--- src/rtl/int_to_fp.sv ---
// int_to_fp: 16-bit two's-complement integer to 1/4/8 float (value = sign * 0.frac * 2^exp).
// Normalizes by shifting one bit per cycle, then holds the result until the consumer takes it.
module int_to_fp (
  input  logic        clk,
  input  logic        reset,
  input  logic        in_valid,
  output logic        in_ready,
  input  logic [15:0] in_data,
  output logic        out_valid,
  input  logic        out_ready,
  output logic        sign_out,
  output logic [3:0]  exp_out,
  output logic [7:0]  frac_out,
  output logic        inexact
);

  typedef enum logic [1:0] {IDLE = 2'd0, SHIFT = 2'd1, DONE = 2'd2} state_t;

  typedef struct packed {
    logic       sign;
    logic [3:0] exp;
    logic [7:0] frac;
    logic       inexact;
  } fp_res_t;

  state_t      state_q, state_d;
  logic        sgn_r;
  logic [15:0] mag_r;
  logic [4:0]  k_r;
  fp_res_t     res_q, res_d;
  logic        accept, finish, out_fire;
  logic [15:0] abs_in;
  logic [3:0]  exp_calc;

  assign in_ready = (state_q == IDLE);
  assign accept   = in_valid && in_ready;
  assign out_fire = out_valid && out_ready;
  // 0x8000 negates to itself, which is exactly the unsigned magnitude we want.
  assign abs_in   = in_data[15] ? (~in_data + 16'd1) : in_data;
  // k_r is at most 15 once bit 15 is set, so 16-k_r fits in 1..15 after truncation.
  assign exp_calc = 4'(5'd16 - k_r);

  // State register
  always_ff @(posedge clk) begin
    if (reset) state_q <= IDLE;
    else       state_q <= state_d;
  end

  // Next-state logic and selection of the result to capture on leaving SHIFT
  always_comb begin
    state_d = state_q;
    finish  = 1'b0;
    res_d   = res_q;
    case (state_q)
      IDLE: if (accept) state_d = SHIFT;
      SHIFT: begin
        if (mag_r == 16'd0) begin
          finish = 1'b1;
          res_d  = '0;
        end else if (mag_r[15] && k_r == 5'd0) begin
          // Only -32768 lands here: magnitude 2^15 does not fit 0.frac * 2^15.
          finish = 1'b1;
          res_d  = '{1'b1, 4'hF, 8'hFF, 1'b1};
        end else if (mag_r[15]) begin
          finish = 1'b1;
          res_d  = '{sgn_r, exp_calc, mag_r[15:8], |mag_r[7:0]};
        end
        if (finish) state_d = DONE;
      end
      DONE: if (out_fire) state_d = IDLE;
      default: state_d = IDLE;
    endcase
  end

  // Operand capture and the one-bit-per-cycle normalizing shift
  always_ff @(posedge clk) begin
    if (reset) begin
      sgn_r <= 1'b0;
      mag_r <= '0;
      k_r   <= '0;
    end else if (accept) begin
      sgn_r <= in_data[15];
      mag_r <= abs_in;
      k_r   <= '0;
    end else if (state_q == SHIFT && !finish) begin
      mag_r <= mag_r << 1;
      k_r   <= k_r + 5'd1;
    end
  end

  // Result registers; they keep their last value after the handshake
  always_ff @(posedge clk) begin
    if (reset) begin
      res_q     <= '0;
      out_valid <= 1'b0;
    end else if (finish) begin
      res_q     <= res_d;
      out_valid <= 1'b1;
    end else if (out_fire) begin
      out_valid <= 1'b0;
    end
  end

  assign sign_out = res_q.sign;
  assign exp_out  = res_q.exp;
  assign frac_out = res_q.frac;
  assign inexact  = res_q.inexact;

endmodule

--- config.mk ---
export PLATFORM = sky130hd
export DESIGN_NAME = int_to_fp
export DESIGN_NICKNAME = d
export VERILOG_FILES = /design/src/rtl/int_to_fp.sv
export SDC_FILE = /design/constraint.sdc
export NUM_CORES = 1
export LEC_CHECK = 0
export BUFFER_PORTS_ARGS = -buffer_cell sky130_fd_sc_hd__buf_4
export CORE_ASPECT_RATIO = 1.4
export CORE_MARGIN = 3
export CORE_UTILIZATION = 50
export CTS_CLUSTER_DIAMETER = 40
export CTS_CLUSTER_SIZE = 20
export DETAILED_ROUTE_END_ITERATION = 10
export PLACE_DENSITY_LB_ADDON = 0.15
export SKIP_CTS_REPAIR_TIMING = 1
export SLEW_MARGIN = 20
export SYNTH_ARGS = -nofsm -noshare
export SYNTH_HDL_FRONTEND = slang
export SYNTH_SLANG_ARGS = --single-unit
--- constraint.sdc ---
create_clock -name clk -period 1.6 [get_ports clk]
set_input_delay 0.08 -clock clk [delete_from_list [all_inputs] [get_ports clk]]
set_output_delay 0.08 -clock clk [all_outputs]
set_load 0.03 [all_outputs]
==> results of run 1 <==
-- power by group --
| part | internal, mW | leakage [nW] | switching (mW) |
|---|---|---|---|
| Combinational | 0.300 | 0.678 | 0.340 |
| Clock | 0.393 | 0.0515 | 0.333 |
| Sequential | 1.04 | 0.319 | 0.0461 |
-- synthesized netlist by cell type, types with 2 or more instances --
cell       n
o31ai_1    2
a31oi_1    2
nand3_1   13
o41ai_2    2
clkbuf_1  11
nor2b_1    3
dfxtp_1   39
o41ai_1    2
nand2b_1   4
xnor2_1   10
a211oi_1   9
nand3b_1   2
nor2_1    23
inv_1      6
buf_1      3
mux2i_1    3
nor4_1     7
nand2_1   31
and2_1     2
ha_1       3
xor2_1     9
a21oi_1   22
buf_2      2
a311oi_1   9
nand4_1    3
o21ai_0   14
-- cells by family after synthesis --
logic type / share of synthesized area (%)
DFF: 39.1
and+or+nand+nor: 22.6
xor gates and xnor gates: 8.33
adders and majority gates: 1.88
muxes: 1.50
AOI/OAI and AO/OA: 22.0
buffers and inverters: 4.64
-- area by class of cell --
| class | count | area, µm² |
|---|---|---|
| multi-input cells | 185 | 1180 |
| fillers | 334 | 1090 |
| flip-flops and latches | 39 | 782 |
| repair buffers | 68 | 522 |
| clock buffers | 8 | 100 |
| well taps | 42 | 52.6 |
| inverters | 6 | 22.5 |
-- registers in the layout, indices dropped and copies added (netlist names) --
| name | count |
|---|---|
| mag_r | 16 |
| frac_out | 8 |
| k_r | 5 |
| exp_out | 4 |
| state_q | 2 |
| inexact | 1 |
| out_valid | 1 |
| sgn_r | 1 |
| sign_out | 1 |
-- per-layer routing --
layer  track usage (%)  vias to the layer above  wire length, µm
met4              10.2                        0              131
met2              39.5                       53             2520
met1              23.0                      914             2010
li1                  -                      997                -
met5                 0                        -                0
met3              3.02                       10              209
-- how the worst min path moves through the flow --
| stage | slack [ps] | startpoint | endpoint |
|---|---|---|---|
| floorplan | 220 | in_data[0] | mag_r[0] |
| global placement | 350 | in_data[0] | mag_r[0] |
| detailed placement | 360 | in_data[0] | mag_r[0] |
| CTS | 50 | in_data[0] | mag_r[0] |
| global route | 70 | in_data[0] | mag_r[0] |
| finish | 60 | in_data[0] | mag_r[0] |
-- worst register-to-register path, delay by kind of cell (launching register included) --
family | cells | cell delay (ps)
AOI/OAI and AO/OA | 1 | 320
DFF | 1 | 320
and+or+nand+nor | 4 | 870
buffers and inverters | 1 | 140
-- through the flow --
stage                     hold slack (ps)  setup slack (ps)
after CTS                            47.4             -56.9
after global placement                351             -54.8
after floorplan                       216              24.6
final                                61.7              -161
after detailed placement              358             -88.2
after global routing                 71.9              -229
-- placed cells by master, fill, tap and decap left out, types with 2 or more instances in the layout --
| cell type | instances |
|---|---|
| and2_1 | 2 |
| clkbuf_8 | 7 |
| nand4_1 | 3 |
| buf_4 | 65 |
| nand3b_1 | 2 |
| inv_1 | 6 |
| nor2_2 | 2 |
| xor2_1 | 9 |
| mux2i_1 | 3 |
| a311oi_2 | 3 |
| xnor2_1 | 10 |
| o31ai_1 | 2 |
| nand3_1 | 13 |
| nor2b_1 | 3 |
| buf_6 | 3 |
| a21oi_1 | 21 |
| a211oi_1 | 9 |
| o21ai_0 | 14 |
| nor4_2 | 3 |
| dfxtp_1 | 38 |
| a31oi_1 | 2 |
| o41ai_1 | 2 |
| ha_1 | 3 |
| nand2_1 | 26 |
| a311oi_1 | 6 |
| nor2_1 | 21 |
| o41ai_2 | 2 |
| nand2_2 | 5 |
| nor4_1 | 5 |
| nand2b_1 | 4 |
==> results.sh, run 1 <==
export IMPL_status="finished, violations left"
export IMPL_violations="setup timing"
export IMPL_synth_area_leaders="dfxtp_1 39%, nand2_1 5.8%, a21oi_1 5.5%, xnor2_1 4.4%, nor2_1 4.3%"
export IMPL_setup_viol=24
export IMPL_power_density_nw_per_um2=924
export IMPL_final_design_area_no_fill_um2=2660
export IMPL_reg2reg_to="mag_r[5]"
export IMPL_crit_family="simple AND/OR/NAND/NOR gates"
export IMPL_rsz0062_at_grt="true"
export IMPL_wirelength_um=4870
export IMPL_numCtsBuffers=5
export IMPL_crit_start="mag_r[4]"
export IMPL_nNetsFinal=328
export IMPL_cts_buffer_depth=2
export IMPL_grt_pass1_vias=1806
export IMPL_start_util_pct=53.4
export IMPL_cts_root_buf="clkbuf_8"
export IMPL_track_usage_pct=21.4
export IMPL_cts_htree_levels=2
export IMPL_die_y_um=80.8
export IMPL_detail_route_antenna_nets=0
export IMPL_tightest_slew_ps=418
export IMPL_drc=0
export IMPL_whs_path_depth=3
export IMPL_syn_area_per_cell_um2=8.08
export IMPL_drv_slew=0
export IMPL_drv_cap=0
export IMPL_hpwlAfterDp_um=3460
export IMPL_max_freq_mhz=568
export IMPL_syn_num_nets=270
export IMPL_instances_no_fill=348
export IMPL_critPathBufInv=1
export IMPL_slowest_delay_ps=400
export IMPL_ioPinCount=36
export IMPL_routedWlPerCell_um=14.0
export IMPL_finClkSkew_ps=5.80
export IMPL_cp_endpoint="mag_r[5]"
export IMPL_hold_path_class="in2reg"
export IMPL_tns_ps=-1350
export IMPL_cp_depth=6
export IMPL_hold_viol=0
export IMPL_num_rows=26
export IMPL_first_iter_violations=77
export IMPL_worstPathCellList="nor4_1 > nand4_1 > nand2_2 > buf_6 > nand2_1 > a311oi_1"
export IMPL_viasPerCell=5.67
export IMPL_irDropWorstVdd_v=0.000744
export IMPL_worstRegToRegCells=6
export IMPL_synth_top_area_share_pct=39.1
export IMPL_cp_start_kind="flop"
export IMPL_ys_seq_area_share_pct=39.1
export IMPL_reg2reg_from="mag_r[4]"
export IMPL_ys_warn_count=0
export IMPL_synth_area_um2=2000
export IMPL_drive_gt1_share_pct=30.7
export IMPL_clock_sinks=39
export IMPL_first_pass_iters=4
export IMPL_post_route_period_util_pct=110
export IMPL_slew_headroom_pct=72.1
export IMPL_ys_seq_elements=39
export IMPL_gp_congestion=0.800
export IMPL_fin_util_pct=71.0
export IMPL_setup_slack_ps=-161
export IMPL_cp_slowest_cell="nor4_1"
export IMPL_synth_top_cell_by_area="dfxtp_1"
export IMPL_fp_dieW_um=59.4
export IMPL_core_region_area_um2=3740
export IMPL_overflow=0
export IMPL_area_growth_pct=33.0
export IMPL_r2r_slack_ps=-160
export IMPL_leakagePower_nw=1.05
export IMPL_antenna_found_initial=0
export IMPL_dpl_cell_area_um2=2490
export IMPL_placed_cells=340
export IMPL_cp_end_kind="flop"
export IMPL_grt_pass1_wl_um=7830
export IMPL_antenna_diode_count=0
export IMPL_vias=1974
export IMPL_port_buffers=35
export IMPL_synth_flop_cell="dfxtp_1"
export IMPL_synthArstFlopShare_pct=0
export IMPL_path_class="reg2reg"
export IMPL_die_area_um2=4800
export IMPL_syn_inst=247
export IMPL_cts_tree="built"
export IMPL_crit_arrival_ps=1940
export IMPL_synthDistinctLibCells=37
export IMPL_crit_path_max_fanout=7
export IMPL_insertion_delay_ps=290
export IMPL_grt_max_degree=36
export IMPL_required_ps=1780
export IMPL_synth_edff_count=0
export IMPL_power_mw=2.45
export IMPL_clkTransAtPathRegs_ps=70
export IMPL_post_route_min_period_ps=1760
Power figures use the tool's default switching activity.
==> run 2, diff against run 1 <==
--- a/config.mk
+++ b/config.mk
@@ -9,10 +9,12 @@
 export CORE_ASPECT_RATIO = 1.4
 export CORE_MARGIN = 3
 export CORE_UTILIZATION = 50
+export CTS_BUF_LIST = sky130_fd_sc_hd__clkbuf_8 sky130_fd_sc_hd__clkbuf_16
 export CTS_CLUSTER_DIAMETER = 40
 export CTS_CLUSTER_SIZE = 20
 export DETAILED_ROUTE_END_ITERATION = 10
 export PLACE_DENSITY_LB_ADDON = 0.15
+export RECOVER_POWER = 100
 export SKIP_CTS_REPAIR_TIMING = 1
 export SLEW_MARGIN = 20
 export SYNTH_ARGS = -nofsm -noshare
==> run 2 against run 1 <==
The run still ends with setup timing left. Die area unchanged. Wire length up 0.31%. Sequential cell count is the same. First-iteration DRC count rose by 10%. Total power down 0.63%. Maximum frequency rose by 0.10%. Worst setup slack better by 1.8 ps. Hold slack about the same. Non-clock buffer count stayed put. Clock skew up 0.51 ps. Clock power hardly changed. Largest cell class unchanged.
==> results.sh, run 2 (synthesis gave the netlist of run 1 again) <==
export IMPL_status="finished, violations left"
export IMPL_violations="setup timing"
export IMPL_max_freq_mhz=569
export IMPL_finClkSkew_ps=6.31
export IMPL_drive_gt1_share_pct=25.5
export IMPL_vias=1975
export IMPL_start_util_pct=53.4
export IMPL_clock_sinks=39
export IMPL_port_buffers=35
export IMPL_crit_path_max_fanout=7
export IMPL_cts_tree="built"
export IMPL_hpwlAfterDp_um=3460
export IMPL_placed_cells=340
export IMPL_ioPinCount=36
export IMPL_grt_pass1_wl_um=7830
export IMPL_area_growth_pct=29.8
export IMPL_die_area_um2=4800
export IMPL_crit_arrival_ps=1940
export IMPL_drv_cap=0
export IMPL_setup_viol=24
export IMPL_antenna_found_initial=0
export IMPL_wirelength_um=4880
export IMPL_required_ps=1780
export IMPL_core_region_area_um2=3740
export IMPL_gp_congestion=0.800
export IMPL_path_class="reg2reg"
export IMPL_final_common_cell="buf_4"
export IMPL_irDropWorstVdd_v=0.000746
export IMPL_drc=0
export IMPL_fill_cells=345
export IMPL_first_pass_iters=4
export IMPL_critPathBufInv=1
export IMPL_layout_common_cells="50 x buf_4, 38 x dfxtp_1, 26 x nand2_1"
export IMPL_post_route_period_util_pct=110
export IMPL_grt_pass1_vias=1806
export IMPL_setup_slack_ps=-159
export IMPL_routedWlPerCell_um=14.0
export IMPL_first_iter_violations=85
export IMPL_cts_buffer_depth=2
export IMPL_slowest_delay_ps=400
export IMPL_antenna_diode_count=0
export IMPL_instances_no_fill=348
export IMPL_die_y_um=80.8
export IMPL_fp_dieW_um=59.4
export IMPL_power_density_nw_per_um2=940
export IMPL_rsz0062_at_grt="true"
export IMPL_track_usage_pct=21.4
export IMPL_cp_end_kind="flop"
export IMPL_worstPathCellList="nor4_1 > nand4_1 > nand2_2 > buf_6 > nand2_1 > a311oi_1"
export IMPL_crit_family="simple AND/OR/NAND/NOR gates"
export IMPL_overflow=0
export IMPL_nNetsFinal=328
export IMPL_cts_root_buf="clkbuf_8"
export IMPL_largest_reg_flops=16
export IMPL_num_rows=26
export IMPL_tightest_slew_ps=418
export IMPL_cp_start_kind="flop"
export IMPL_grt_max_degree=36
export IMPL_clkTransAtPathRegs_ps=70
export IMPL_cts_htree_levels=2
export IMPL_whs_ps=61.8
export IMPL_hold_path_class="in2reg"
export IMPL_leakagePower_nw=0.987
export IMPL_post_route_min_period_ps=1760
export IMPL_drv_slew=0
export IMPL_cp_slowest_cell="nor4_1"
export IMPL_slew_headroom_pct=72.1
export IMPL_regMostFlops="mag_r"
export IMPL_detail_route_antenna_nets=0
export IMPL_hold_viol=0
export IMPL_numCtsBuffers=5
export IMPL_viasPerCell=5.68
export IMPL_insertion_delay_ps=290
-- run 2: power by group --
group	leakage, nW	internal [mW]	switching [mW]
Clock	0.0557	0.387	0.336
Combinational	0.613	0.289	0.339
Sequential	0.319	1.04	0.0458
Total	0.987	1.72	0.721
-- run 2: final timing paths --
path	start	end	slack [ps]	cells past startpoint
worst max-delay path	mag_r[4]	mag_r[5]	-160	6
worst min-delay path	in_data[0]	mag_r[0]	60	3
worst max register to register	mag_r[4]	mag_r[5]	-160	6
worst min register to register	sign_out	sign_out	450	2
-- run 2: worst min-delay path, delay by kind of cell --
family                 cells  cell delay (ps)
AND/OR/NAND/NOR            1               50
AO/OA/AOI/OAI              1               50
buffers and inverters      1              120
-- run 2: stage by stage --
stage          setup TNS (ps)  utilization (%)  instance area, µm²  power (mW)  worst slack, ps
2_1_floorplan               0                -                2000        1.44             24.6
3_3_place_gp            -93.6             66.6                2490        1.69            -54.8
3_5_place_dp             -181             66.6                2490        1.70            -88.2
4_1_cts                  -147             69.3                2590        2.41            -56.9
5_1_grt                 -4550             69.3                2590        2.56             -229
6_report                -1270             69.3                2590        2.44             -159
-- run 2: routing by layer --
metal,part of all wire [%],GRT usage (%),wire length [µm]
met5,0,0,0
met4,2.7,10.2,131
met3,4.6,3.02,223
met2,51,39.5,2510
met1,41,23.0,2020
-- run 2: cell type report --
cell class / count / area, µm² / share of cell area (%)
flip-flops and latches: 39 / 782 / 30.2
well taps: 42 / 52.6 / 2.03
clock buffers: 7 / 96.3 / 3.72
multi-input cells: 185 / 1170 / 45.3
repair buffers: 68 / 462 / 17.8
inverters: 6 / 22.5 / 0.869
clock inverters: 1 / 3.75 / 0.145
==> run 3, diff against run 2 <==
==> constraint.sdc (replaced) <==
create_clock -name clk -period 1.4 [get_ports clk]
set_input_delay 0.07 -clock clk [delete_from_list [all_inputs] [get_ports clk]]
set_output_delay 0.07 -clock clk [all_outputs]
set_load 0.03 [all_outputs]
==> run 3 against run 2 <==
The flow still finishes with violations (setup timing). Worst setup slack worse by 120 ps. Cell count rose by 6.3%. Clock skew up 4.6 ps.
==> results.sh, run 3 (synthesis gave the netlist of run 1 again) <==
export IMPL_first_pass_iters=4
export IMPL_viasPerCell=5.76
export IMPL_clkTransAtPathRegs_ps=80
export IMPL_status="finished, violations left"
export IMPL_antenna_diode_count=0
export IMPL_first_iter_violations=77
export IMPL_setup_viol=35
export IMPL_clock_sinks=39
export IMPL_regMostFlops="mag_r"
export IMPL_power_density_nw_per_um2=1030
export IMPL_start_util_pct=53.4
export IMPL_post_route_period_util_pct=120
export IMPL_num_rows=26
export IMPL_fin_util_pct=80.1
export IMPL_grt_max_degree=36
export IMPL_crit_path_max_fanout=6
export IMPL_cts_tree="built"
export IMPL_whs_ps=56.1
export IMPL_dpl_cell_area_um2=2650
export IMPL_ioPinCount=36
export IMPL_post_route_min_period_ps=1680
export IMPL_drv_cap=0
export IMPL_drive_gt1_share_pct=42.7
export IMPL_detail_route_antenna_nets=0
export IMPL_crit_arrival_ps=1850
export IMPL_hold_viol=0
export IMPL_grt_pass1_wl_um=8540
export IMPL_vias=2130
export IMPL_drv_slew=0
export IMPL_required_ps=1570
export IMPL_die_y_um=80.8
export IMPL_irDropWorstVdd_v=0.00110
export IMPL_leakagePower_nw=1.13
export IMPL_wirelength_um=5950
export IMPL_track_usage_pct=23.3
export IMPL_gp_congestion=0.843
export IMPL_area_growth_pct=50.1
export IMPL_routedWlPerCell_um=16.1
export IMPL_layout_common_cells="66 x buf_4, 36 x dfxtp_1, 21 x nor2_1"
export IMPL_overflow=0
export IMPL_finClkSkew_ps=10.9
export IMPL_largest_reg_flops=16
export IMPL_numCtsBuffers=5
export IMPL_cp_end_kind="flop"
export IMPL_drc=0
export IMPL_cts_htree_levels=2
export IMPL_final_design_area_no_fill_um2=3000
export IMPL_tightest_slew_ps=476
export IMPL_core_region_area_um2=3740
export IMPL_port_buffers=35
export IMPL_antenna_found_initial=0
export IMPL_nNetsFinal=351
export IMPL_grt_pass1_vias=1959
export IMPL_rsz0062_at_grt="true"
export IMPL_cts_buffer_depth=2
export IMPL_cp_start_kind="flop"
export IMPL_hold_path_class="in2reg"
export IMPL_max_freq_mhz=594
export IMPL_path_class="reg2reg"
export IMPL_fp_dieW_um=59.4
export IMPL_cts_root_buf="clkbuf_8"
export IMPL_fill_cells=260
export IMPL_slew_headroom_pct=68.3
export IMPL_setup_slack_ps=-284
export IMPL_power_mw=3.10
export IMPL_hpwlAfterDp_um=3740
export IMPL_final_common_cell="buf_4"
export IMPL_insertion_delay_ps=300
export IMPL_die_area_um2=4800
export IMPL_violations="setup timing"
## run 3: changes by cell type in the layout (fill, tap and decap cells not counted), moves of 7 or more
| cell | previous run | this run |
|---|---|---|
| nand2_1 | 26 | 16 |
| buf_4 | 50 | 66 |
| a21oi_2 | 1 | 15 |
| nand2_2 | 5 | 12 |
| a21oi_1 | 21 | 7 |
## run 3: path summary, 6_finish.rpt
check	endpoint	startpoint	slack (ps)	cells after the start
hold reg to reg	exp_out[0]	exp_out[0]	450	2
setup reg to reg	sign_out	mag_r[14]	-280	6
hold / removal	out_valid	out_ready	60	3
setup / recovery	sign_out	mag_r[14]	-280	6
## run 3: layout make-up
type                            count  area [µm²]  share of cell area (%)
Tap cell                           42        52.6                    1.75
Timing Repair Buffer               90         628                    21.0
Clock buffer                        5        68.8                    2.30
Multi-Input combinational cell    186        1400                    46.8
Inverter                            6        22.5                   0.752
Sequential cell                    39         785                    26.2
Clock inverter                      2        37.5                    1.25
## run 3: layer usage
metal  vias to the layer above  GRT usage, %  share of wire, %
li1                       1050             -                 -
met1                      1006          25.1                41
met2                        63          41.8                52
met3                        11          5.72               4.8
met4                         0          10.4               2.4
met5                         -             0                 0
## run 3: where the power goes
group | total, mW | leakage, nW | internal [mW] | switching [mW]
clock | 0.932 | 0.0502 | 0.521 | 0.411
sequential | 1.26 | 0.320 | 1.19 | 0.0706
combinational | 0.909 | 0.758 | 0.429 | 0.481
total | 3.10 | 1.13 | 2.14 | 0.962
## run 3: worst max-delay path, stage by stage, from the launching register on
cell,delay [ps]
dfxtp_1,320
nor4_2,370
nand4_1,250
a21o_1,320
buf_6,170
nand2_2,70
a21oi_2,40
## run 3: metrics by stage
step	setup WS (ps)	instances	TNS [ps]
global placement	-211	357	-4230
global route	-328	370	-8920
detailed placement	-312	357	-5490
floorplan	-77.7	247	-978
CTS	-264	364	-5580
finish	-284	370	-7180
